`config.mk`:
```
export PLATFORM = sky130hd
export DESIGN_NAME = board_scanner
export DESIGN_NICKNAME = d
export VERILOG_FILES = /design/src/rtl/chess_pkg.sv /design/src/rtl/piece_out_stage.sv /design/src/rtl/board_scanner.sv
export SDC_FILE = /design/constraint.sdc
export NUM_CORES = 1
export LEC_CHECK = 0
export CAP_MARGIN = 0
export CORE_MARGIN = 2
export CORE_UTILIZATION = 46
export CTS_BUF_LIST = sky130_fd_sc_hd__clkbuf_4 sky130_fd_sc_hd__clkbuf_8
export DETAILED_ROUTE_END_ITERATION = 10
export PLACE_DENSITY = 0.78
export SLEW_MARGIN = 25
export SYNTH_ARGS = -nofsm -noshare
export SYNTH_HDL_FRONTEND = slang
export SYNTH_SLANG_ARGS = --single-unit
```
`constraint.sdc`:
```
create_clock -name clk -period 5.4 [get_ports clk]
set_input_delay 1.62 -clock clk [delete_from_list [all_inputs] [get_ports clk]]
set_output_delay 1.62 -clock clk [all_outputs]
set_load 0.01 [all_outputs]
```
`src/rtl/chess_pkg.sv`:
```
// Shared board constants and the scanner state encoding.
package chess_pkg;

  localparam int PIECE_W = 10;
  localparam int NUM_SQ  = 64;
  localparam int SQ_W    = $clog2(NUM_SQ);

  localparam logic [PIECE_W-1:0] EMPTY_PIECE = '0;

  typedef enum logic [1:0] {
    IDLE  = 2'd0,
    SCAN  = 2'd1,
    DRAIN = 2'd2,
    DONE  = 2'd3
  } scan_state_e;

endpackage

```
`src/rtl/piece_out_stage.sv`:
```
// Single-entry output register carrying one {square, piece} beat over valid/ready.
module piece_out_stage
  import chess_pkg::*;
(
  input  logic               clk,
  input  logic               rst,
  input  logic               load_i,
  input  logic               clear_i,
  input  logic [SQ_W-1:0]    square_i,
  input  logic [PIECE_W-1:0] piece_i,
  input  logic               ready_i,
  output logic               valid_o,
  output logic [SQ_W-1:0]    square_o,
  output logic [PIECE_W-1:0] piece_o
);

  logic               valid_q, valid_d;
  logic [SQ_W-1:0]    square_q, square_d;
  logic [PIECE_W-1:0] piece_q, piece_d;

  always_ff @(posedge clk) begin
    if (rst) begin
      valid_q  <= 1'b0;
      square_q <= '0;
      piece_q  <= '0;
    end else begin
      valid_q  <= valid_d;
      square_q <= square_d;
      piece_q  <= piece_d;
    end
  end

  // Load only arrives when the slot is free or being emptied, so it overrides an accept.
  always_comb begin
    valid_d  = valid_q;
    square_d = square_q;
    piece_d  = piece_q;
    if (clear_i) begin
      valid_d = 1'b0;
    end else if (load_i) begin
      valid_d  = 1'b1;
      square_d = square_i;
      piece_d  = piece_i;
    end else if (valid_q && ready_i) begin
      valid_d = 1'b0;
    end
  end

  assign valid_o  = valid_q;
  assign square_o = square_q;
  assign piece_o  = piece_q;

endmodule

```
`src/rtl/board_scanner.sv`:
```
// Walks all squares through the board read mux and streams occupied ones as beats.
//   state | meaning
//   IDLE  | waiting for start
//   SCAN  | sampling one square per free output slot
//   DRAIN | last square sampled, waiting for the final beat to leave
//   DONE  | one-cycle completion pulse
module board_scanner
  import chess_pkg::*;
#(
  parameter bit SKIP_EMPTY = 1'b1
) (
  input  logic               clk,
  input  logic               rst,
  input  logic               start,
  output logic               busy,
  output logic [SQ_W-1:0]    rd_addr,
  input  logic [PIECE_W-1:0] rd_data,
  output logic               out_valid,
  input  logic               out_ready,
  output logic [SQ_W-1:0]    out_square,
  output logic [PIECE_W-1:0] out_piece,
  output logic               done,
  output logic [SQ_W:0]      count
);

  localparam logic [SQ_W-1:0] LAST_SQ = SQ_W'(NUM_SQ - 1);

  scan_state_e       state_q, state_d;
  logic [SQ_W-1:0]   rd_addr_q, rd_addr_d;
  logic [SQ_W:0]     count_q, count_d;
  logic              slot_free;
  logic              keep_sq;
  logic              load;
  logic              clear;

  always_ff @(posedge clk) begin
    if (rst) begin
      state_q   <= IDLE;
      rd_addr_q <= '0;
      count_q   <= '0;
    end else begin
      state_q   <= state_d;
      rd_addr_q <= rd_addr_d;
      count_q   <= count_d;
    end
  end

  assign slot_free = !out_valid || out_ready;
  assign keep_sq   = (rd_data != EMPTY_PIECE) || !SKIP_EMPTY;

  always_comb begin
    state_d   = state_q;
    rd_addr_d = rd_addr_q;
    count_d   = count_q;
    load      = 1'b0;
    clear     = 1'b0;
    case (state_q)
      IDLE: begin
        if (start) begin
          state_d   = SCAN;
          rd_addr_d = '0;
          count_d   = '0;
        end
      end
      SCAN: begin
        // A stalled beat freezes the address so no square is skipped or repeated.
        if (slot_free) begin
          if (keep_sq) begin
            load    = 1'b1;
            count_d = count_q + (SQ_W+1)'(1);
          end
          if (rd_addr_q == LAST_SQ) begin
            state_d = DRAIN;
          end else begin
            rd_addr_d = rd_addr_q + SQ_W'(1);
          end
        end
      end
      DRAIN: begin
        if (slot_free) begin
          clear   = 1'b1;
          state_d = DONE;
        end
      end
      DONE: begin
        state_d = IDLE;
      end
      default: begin
        state_d = IDLE;
      end
    endcase
  end

  piece_out_stage u_out (
    .clk      (clk),
    .rst      (rst),
    .load_i   (load),
    .clear_i  (clear),
    .square_i (rd_addr_q),
    .piece_i  (rd_data),
    .ready_i  (out_ready),
    .valid_o  (out_valid),
    .square_o (out_square),
    .piece_o  (out_piece)
  );

  assign busy    = (state_q == SCAN) || (state_q == DRAIN);
  assign done    = (state_q == DONE);
  assign rd_addr = rd_addr_q;
  assign count   = count_q;

endmodule

```
==> flow_metrics.env, run 1 <==
export IMPL_total_power_uw=859
export IMPL_drt_iter0_drc=107
export IMPL_cts_max_path_buffers=2
export IMPL_num_antenna_cells=0
export IMPL_synth_adder_area_share_pct=5.56
export IMPL_synthSimpleGateAreaFrac_pct=23.4
export IMPL_finish_utilization_pct=64.1
export IMPL_synth_edf_count=0
export IMPL_dieArea_um2=3910
export IMPL_synth_top_area_share_pct=40.7
export IMPL_ioPinCount=46
export IMPL_final_area_um2=2120
export IMPL_yosys_warnings=0
export IMPL_syn_inst=176
export IMPL_wl_met1_mm=1.72
export IMPL_areaGrowthSynthToFinish_pct=34.9
export IMPL_fill_cells=297
export IMPL_post_dp_cell_area_um2=2050
export IMPL_setup_violations_final=0
export IMPL_startpoint_type="primary input"
export IMPL_yosys_area_top_type="dfxtp_1"
export IMPL_skew_ps=10.3
export IMPL_place_ws_ps=1400
export IMPL_syn_num_nets=197
export IMPL_cts_setup_buffers=0
export IMPL_vias=1491
export IMPL_clk_latency_ps=350
export IMPL_dr_pass1_iters=4
export IMPL_cp_max_fo=16
export IMPL_synth_top_family_by_area="simple AND/OR/NAND/NOR gates"
export IMPL_hold_violations=0
export IMPL_outcome="complete, no violations"
export IMPL_dieHeight_um=62.5
export IMPL_synth_avg_cell_area_um2=8.94
export IMPL_fmax_mhz=277
export IMPL_drive_gt1_share_pct=7.62
export IMPL_post_cts_resized=0
export IMPL_clock_sinks=32
export IMPL_viasPerCell=5.54
export IMPL_track_usage_pct=21.4
export IMPL_hpwl_mm=2.70
export IMPL_grt_max_degree=33
export IMPL_cts_hold_buf=0
export IMPL_seqPwrFrac_pct=34.9
export IMPL_max_stage_delay_ps=840
export IMPL_async_reset_ff_share_pct=0
export IMPL_cts_tree="yes"
export IMPL_first_global_vias=1418
export IMPL_combPwrFrac_pct=43.0
export IMPL_crit_type="primary input to flop"
export IMPL_antenna_found_initial=0
export IMPL_initial_utilization_pct=47.5
export IMPL_antenna_left=0
export IMPL_dr_wl_met2_mm=1.76
export IMPL_grt_pass1_wl_mm=6.63
export IMPL_setup_ws_ps=1790
export IMPL_max_slew_margin_rel_pct=35.6
export IMPL_overflow=0
export IMPL_fin_nets=243
export IMPL_synth_area_leaders="dfxtp_1 41%, mux2i_1 10%, ha_1 5.6%"
export IMPL_ff2ff_path_depth=6
export IMPL_wl_mm=3.74
export IMPL_synth_most_common_cell="dfxtp_1"
export IMPL_r2r_setup_slack_ps=3020
export IMPL_worstSetupEndpointType="flop"
export IMPL_drc=0
export IMPL_powerDensity_nw_per_um2=405
export IMPL_path_clk_slew_ps=100
export IMPL_topRoutingLayerUsed="met4"
export IMPL_synth_compound_area_share_pct=16.1
export IMPL_core_area_um2=3310
export IMPL_maxCapViolCount=0
export IMPL_finalSetupTns_ps=0
export IMPL_p_int_uw=552
export IMPL_rsz0062_at_grt="false"
export IMPL_synth_seq_cells=32
export IMPL_cts_made_buffers=5
export IMPL_r2r_start="state_q[1]"
export IMPL_slew_viol_final=0
export IMPL_cp_slowest_cell="o311ai_4"
export IMPL_cp_endpoint="u_out.piece_o[1]"
export IMPL_cp_startpoint="rd_data[4]"
export IMPL_reg2reg_to="rd_addr[5]"
export IMPL_root_buffer="clkbuf_4"
export IMPL_hold_class="flop to flop"
export IMPL_gp_congestion=0.818
export IMPL_synth_xor_area_share_pct=0
export IMPL_seq_area_frac_synth_pct=40.7
export IMPL_irDropWorstVdd_mv=0.236
export IMPL_p_sw_uw=308
export IMPL_cp_arrival_ps=3820
export IMPL_clock_power_share_pct=22.1
export IMPL_netlist_top_cells_count="32 x dfxtp_1, 21 x nor2_1, 16 x mux2i_1"
export IMPL_synth_cell_types=38
export IMPL_met3RoutedLength_um=203
export IMPL_period_share_pct=66.8
export IMPL_htree_num_levels=2
export IMPL_avgRoutedWirePerCell_um=13.9
export IMPL_ys_flop_type="dfxtp_1"
export IMPL_p_sw_share_pct=35.8
export IMPL_worstMarginPinSlew_ps=964
export IMPL_die_w_um=62.5
export IMPL_crit_required_ps=5610
export IMPL_layout_min_cycle_time_ps=3610
export IMPL_synth_area_um2=1570
export IMPL_worstPathCellList="clkdlybuf4s50_1, or4_4, o311ai_4, mux2i_1, nor2_1"
export IMPL_synthMuxAreaShare_pct=10.9
export IMPL_row_count=21
export IMPL_p_leak_uw=0.000812
export IMPL_io_buffer_count=45
[layer usage]
| layer | GRT usage [%] | vias to the layer above |
|---|---|---|
| met4 | 7.50 | 0 |
| li1 | - | 735 |
| met5 | 0 | - |
| met3 | 7.21 | 5 |
| met1 | 26.7 | 714 |
| met2 | 34.5 | 37 |
[through the flow]
step / hold slack (ps) / cells
floorplan: 471 / 176
global placement: 447 / 261
detailed placement: 458 / 261
CTS: 473 / 269
global route: 492 / 269
finish: 470 / 269
[cells by family (layout without fill, tap and decap cells)]
logic type / after synthesis / count (layout)
AOI/OAI and AO/OA: 36 / 36
adders and majority gates: 7 / 7
buffers and inverters: 11 / 58
DFF: 32 / 32
muxes: 17 / 17
and+or+nand+nor: 73 / 73
[cell usage in the layout, fill, tap and decap left out, types with 5 or more instances in the layout]
cell	Yosys	layout
nor2_1	21	21
nand3_1	9	9
a21oi_1	10	10
ha_1	7	7
clkdlybuf4s50_1	0	44
nand2b_1	5	5
o21ai_0	6	6
inv_1	5	5
a31oi_1	6	6
mux2i_1	16	16
clkbuf_4	0	6
nand2_1	15	15
dfxtp_1	32	32
[sequential cells by signal, summed over array words and instances, names as in the netlist]
signal	count
count	7
u_out.piece_o	10
rd_addr	6
state_q	2
u_out.valid_o	1
u_out.square_o	6
[critical path: cells and delay by family]
kind                   cells  cell delay, ps
AOI/OAI and AO/OA          1             840
and+or+nand+nor            2             630
buffers and inverters      1             440
muxes                      1             280
[power by group through the flow]
stage / Sequential [µW] / Combinational, µW / Clock, µW
2_1_floorplan: 313 / 239 / 0
3_3_place_gp: 302 / 355 / 0
3_5_place_dp: 305 / 366 / 0
4_1_cts: 300 / 371 / 191
5_1_grt: 306 / 406 / 207
6_report: 300 / 369 / 190
[how the worst min path moves through the flow]
stage | cells past startpoint | end | slack (ps) | from
finish | 2 | u_out.piece_o[8] | 470 | u_out.piece_o[8]
global route | 2 | u_out.piece_o[8] | 490 | u_out.piece_o[8]
CTS | 2 | u_out.piece_o[8] | 470 | u_out.piece_o[8]
detailed placement | 2 | u_out.piece_o[9] | 460 | u_out.piece_o[9]
global placement | 2 | u_out.piece_o[9] | 450 | u_out.piece_o[9]
floorplan | 2 | state_q[1] | 470 | state_q[1]
[final cells by class]
cell class | instances | area (µm²) | area share [%]
sequential | 32 | 641 | 30.2
clock inverter | 2 | 35.0 | 1.65
timing repair buffer | 45 | 445 | 21.0
multi-input combinational | 133 | 881 | 41.5
inverter | 5 | 18.8 | 0.884
clock buffer | 6 | 45.0 | 2.12
tap | 46 | 57.6 | 2.71
(Power assumes the default switching activity.)
==> inputs of run 2 (changes only) <==
- CORE_UTILIZATION: 46 -> 44
- clock period: 5.4 -> 3.3 ns (I/O delays scaled with it)
==> flow_metrics.env, run 2 (same netlist as run 1, synthesis figures left out) <==
export IMPL_worstSetupEndpointType="primary output"
export IMPL_skew_ps=11.7
export IMPL_antenna_left=0
export IMPL_fin_nets=249
export IMPL_hold_slack_ps=471
export IMPL_grt_pass1_wl_mm=6.15
export IMPL_htree_num_levels=2
export IMPL_multi_input_area_um2=881
export IMPL_cts_max_path_buffers=2
export IMPL_clk_latency_ps=350
export IMPL_ff2ff_path_depth=6
export IMPL_fmax_mhz=379
export IMPL_cp_slowest_cell="clkdlybuf4s50_1"
export IMPL_p_sw_share_pct=35.5
export IMPL_num_antenna_cells=0
export IMPL_layout_min_cycle_time_ps=2640
export IMPL_drt_iter0_drc=95
export IMPL_worstMarginPinSlew_ps=640
export IMPL_max_slew_margin_rel_pct=56.9
export IMPL_post_cts_resized=0
export IMPL_antenna_found_initial=0
export IMPL_ioPinCount=46
export IMPL_hold_class="flop to flop"
export IMPL_setup_violations_final=0
export IMPL_irDropWorstVdd_mv=0.455
export IMPL_hold_path_depth=2
export IMPL_cts_setup_buffers=0
export IMPL_slew_viol_final=0
export IMPL_hpwl_mm=2.60
export IMPL_drive_gt1_share_pct=9.61
export IMPL_root_buffer="clkbuf_4"
export IMPL_cp_arrival_ps=1650
export IMPL_dieHeight_um=63.8
export IMPL_cts_made_buffers=5
export IMPL_seqPwrFrac_pct=34.1
export IMPL_largest_reg_flops=10
export IMPL_layout_cells_non_filler=275
export IMPL_drc=0
export IMPL_startpoint_type="flop"
export IMPL_rsz0062_at_grt="false"
export IMPL_cts_hold_buf=0
export IMPL_period_share_pct=80.0
export IMPL_initial_utilization_pct=46.4
export IMPL_clock_sinks=32
export IMPL_gp_congestion=0.851
export IMPL_row_count=21
export IMPL_vias=1476
export IMPL_maxCapViolCount=0
export IMPL_combPwrFrac_pct=43.7
export IMPL_outcome="complete, no violations"
export IMPL_hold_violations=0
export IMPL_track_usage_pct=19.2
export IMPL_dieArea_um2=4070
export IMPL_crit_type="flop to primary output"
export IMPL_layout_commonest_cell="clkdlybuf4s50_1"
export IMPL_dr_pass1_iters=4
export IMPL_max_stage_delay_ps=530
export IMPL_wl_mm=3.56
export IMPL_fill_cells=283
export IMPL_viasPerCell=5.37
export IMPL_dp_cells=267
export IMPL_p_int_uw=921
export IMPL_final_cell_mix="45 x clkdlybuf4s50_1, 32 x dfxtp_1, 21 x nor2_1"
export IMPL_worstPathCellList="inv_1, ha_1, clkdlybuf4s50_1"
export IMPL_areaGrowthSynthToFinish_pct=38.3
export IMPL_finalSetupTns_ps=0
export IMPL_clock_power_share_pct=22.2
export IMPL_final_area_um2=2180
export IMPL_crit_required_ps=2310
export IMPL_first_global_vias=1410
export IMPL_die_w_um=63.8
export IMPL_overflow=0
export IMPL_grt_max_degree=25
export IMPL_powerDensity_nw_per_um2=656
export IMPL_p_sw_uw=506
export IMPL_p_leak_uw=0.000837
export IMPL_io_buffer_count=45
export IMPL_cp_max_fo=4
export IMPL_r2r_setup_slack_ps=1260
export IMPL_cts_tree="yes"
export IMPL_post_dp_cell_area_um2=2090
export IMPL_avgRoutedWirePerCell_um=12.9
export IMPL_core_area_um2=3390
export IMPL_seqCellArea_um2=641
export IMPL_path_clk_slew_ps=110
-- run 2: final cells by class --
type	count	area share, %
multi-input cells	133	40.5
flip-flops and latches	32	29.4
repair buffers	51	22.8
well taps	46	2.64
clock inverters	3	2.13
clock buffers	5	1.72
inverters	5	0.862
-- run 2: worst paths after layout --
path | start | endpoint
worst max-delay path | state_q[0] | busy
worst min-delay path | u_out.piece_o[8] | u_out.piece_o[8]
worst max register to register | state_q[0] | rd_addr[5]
worst min register to register | u_out.piece_o[8] | u_out.piece_o[8]
-- run 2: critical path, delay by kind of cell, from the launching register on --
family	cells	cell delay (ps)
flops	1	380
fa+ha+maj	1	300
buf+inv	2	630
-- run 2: per-layer routing --
metal  wire [µm]  track usage [%]
met5           0                0
met4          49             8.15
met3         210             4.58
met1        1690             23.2
met2        1610             32.3
-- run 2: power groups by stage --
stage | sequential (µW) | clock, µW | combinational, µW
finish | 487 | 316 | 624
CTS | 488 | 320 | 630
floorplan | 512 | 0 | 392
global route | 496 | 336 | 687
global placement | 496 | 0 | 622
detailed placement | 496 | 0 | 624
-- run 2: stage by stage --
stage | worst slack, ps | power (µW) | util (%)
after floorplan | 730 | 904 | -
after global placement | 415 | 1120 | 61.8
after detailed placement | 384 | 1120 | 61.8
after CTS | 635 | 1440 | 64.2
after global routing | 581 | 1520 | 64.2
final | 661 | 1430 | 64.2
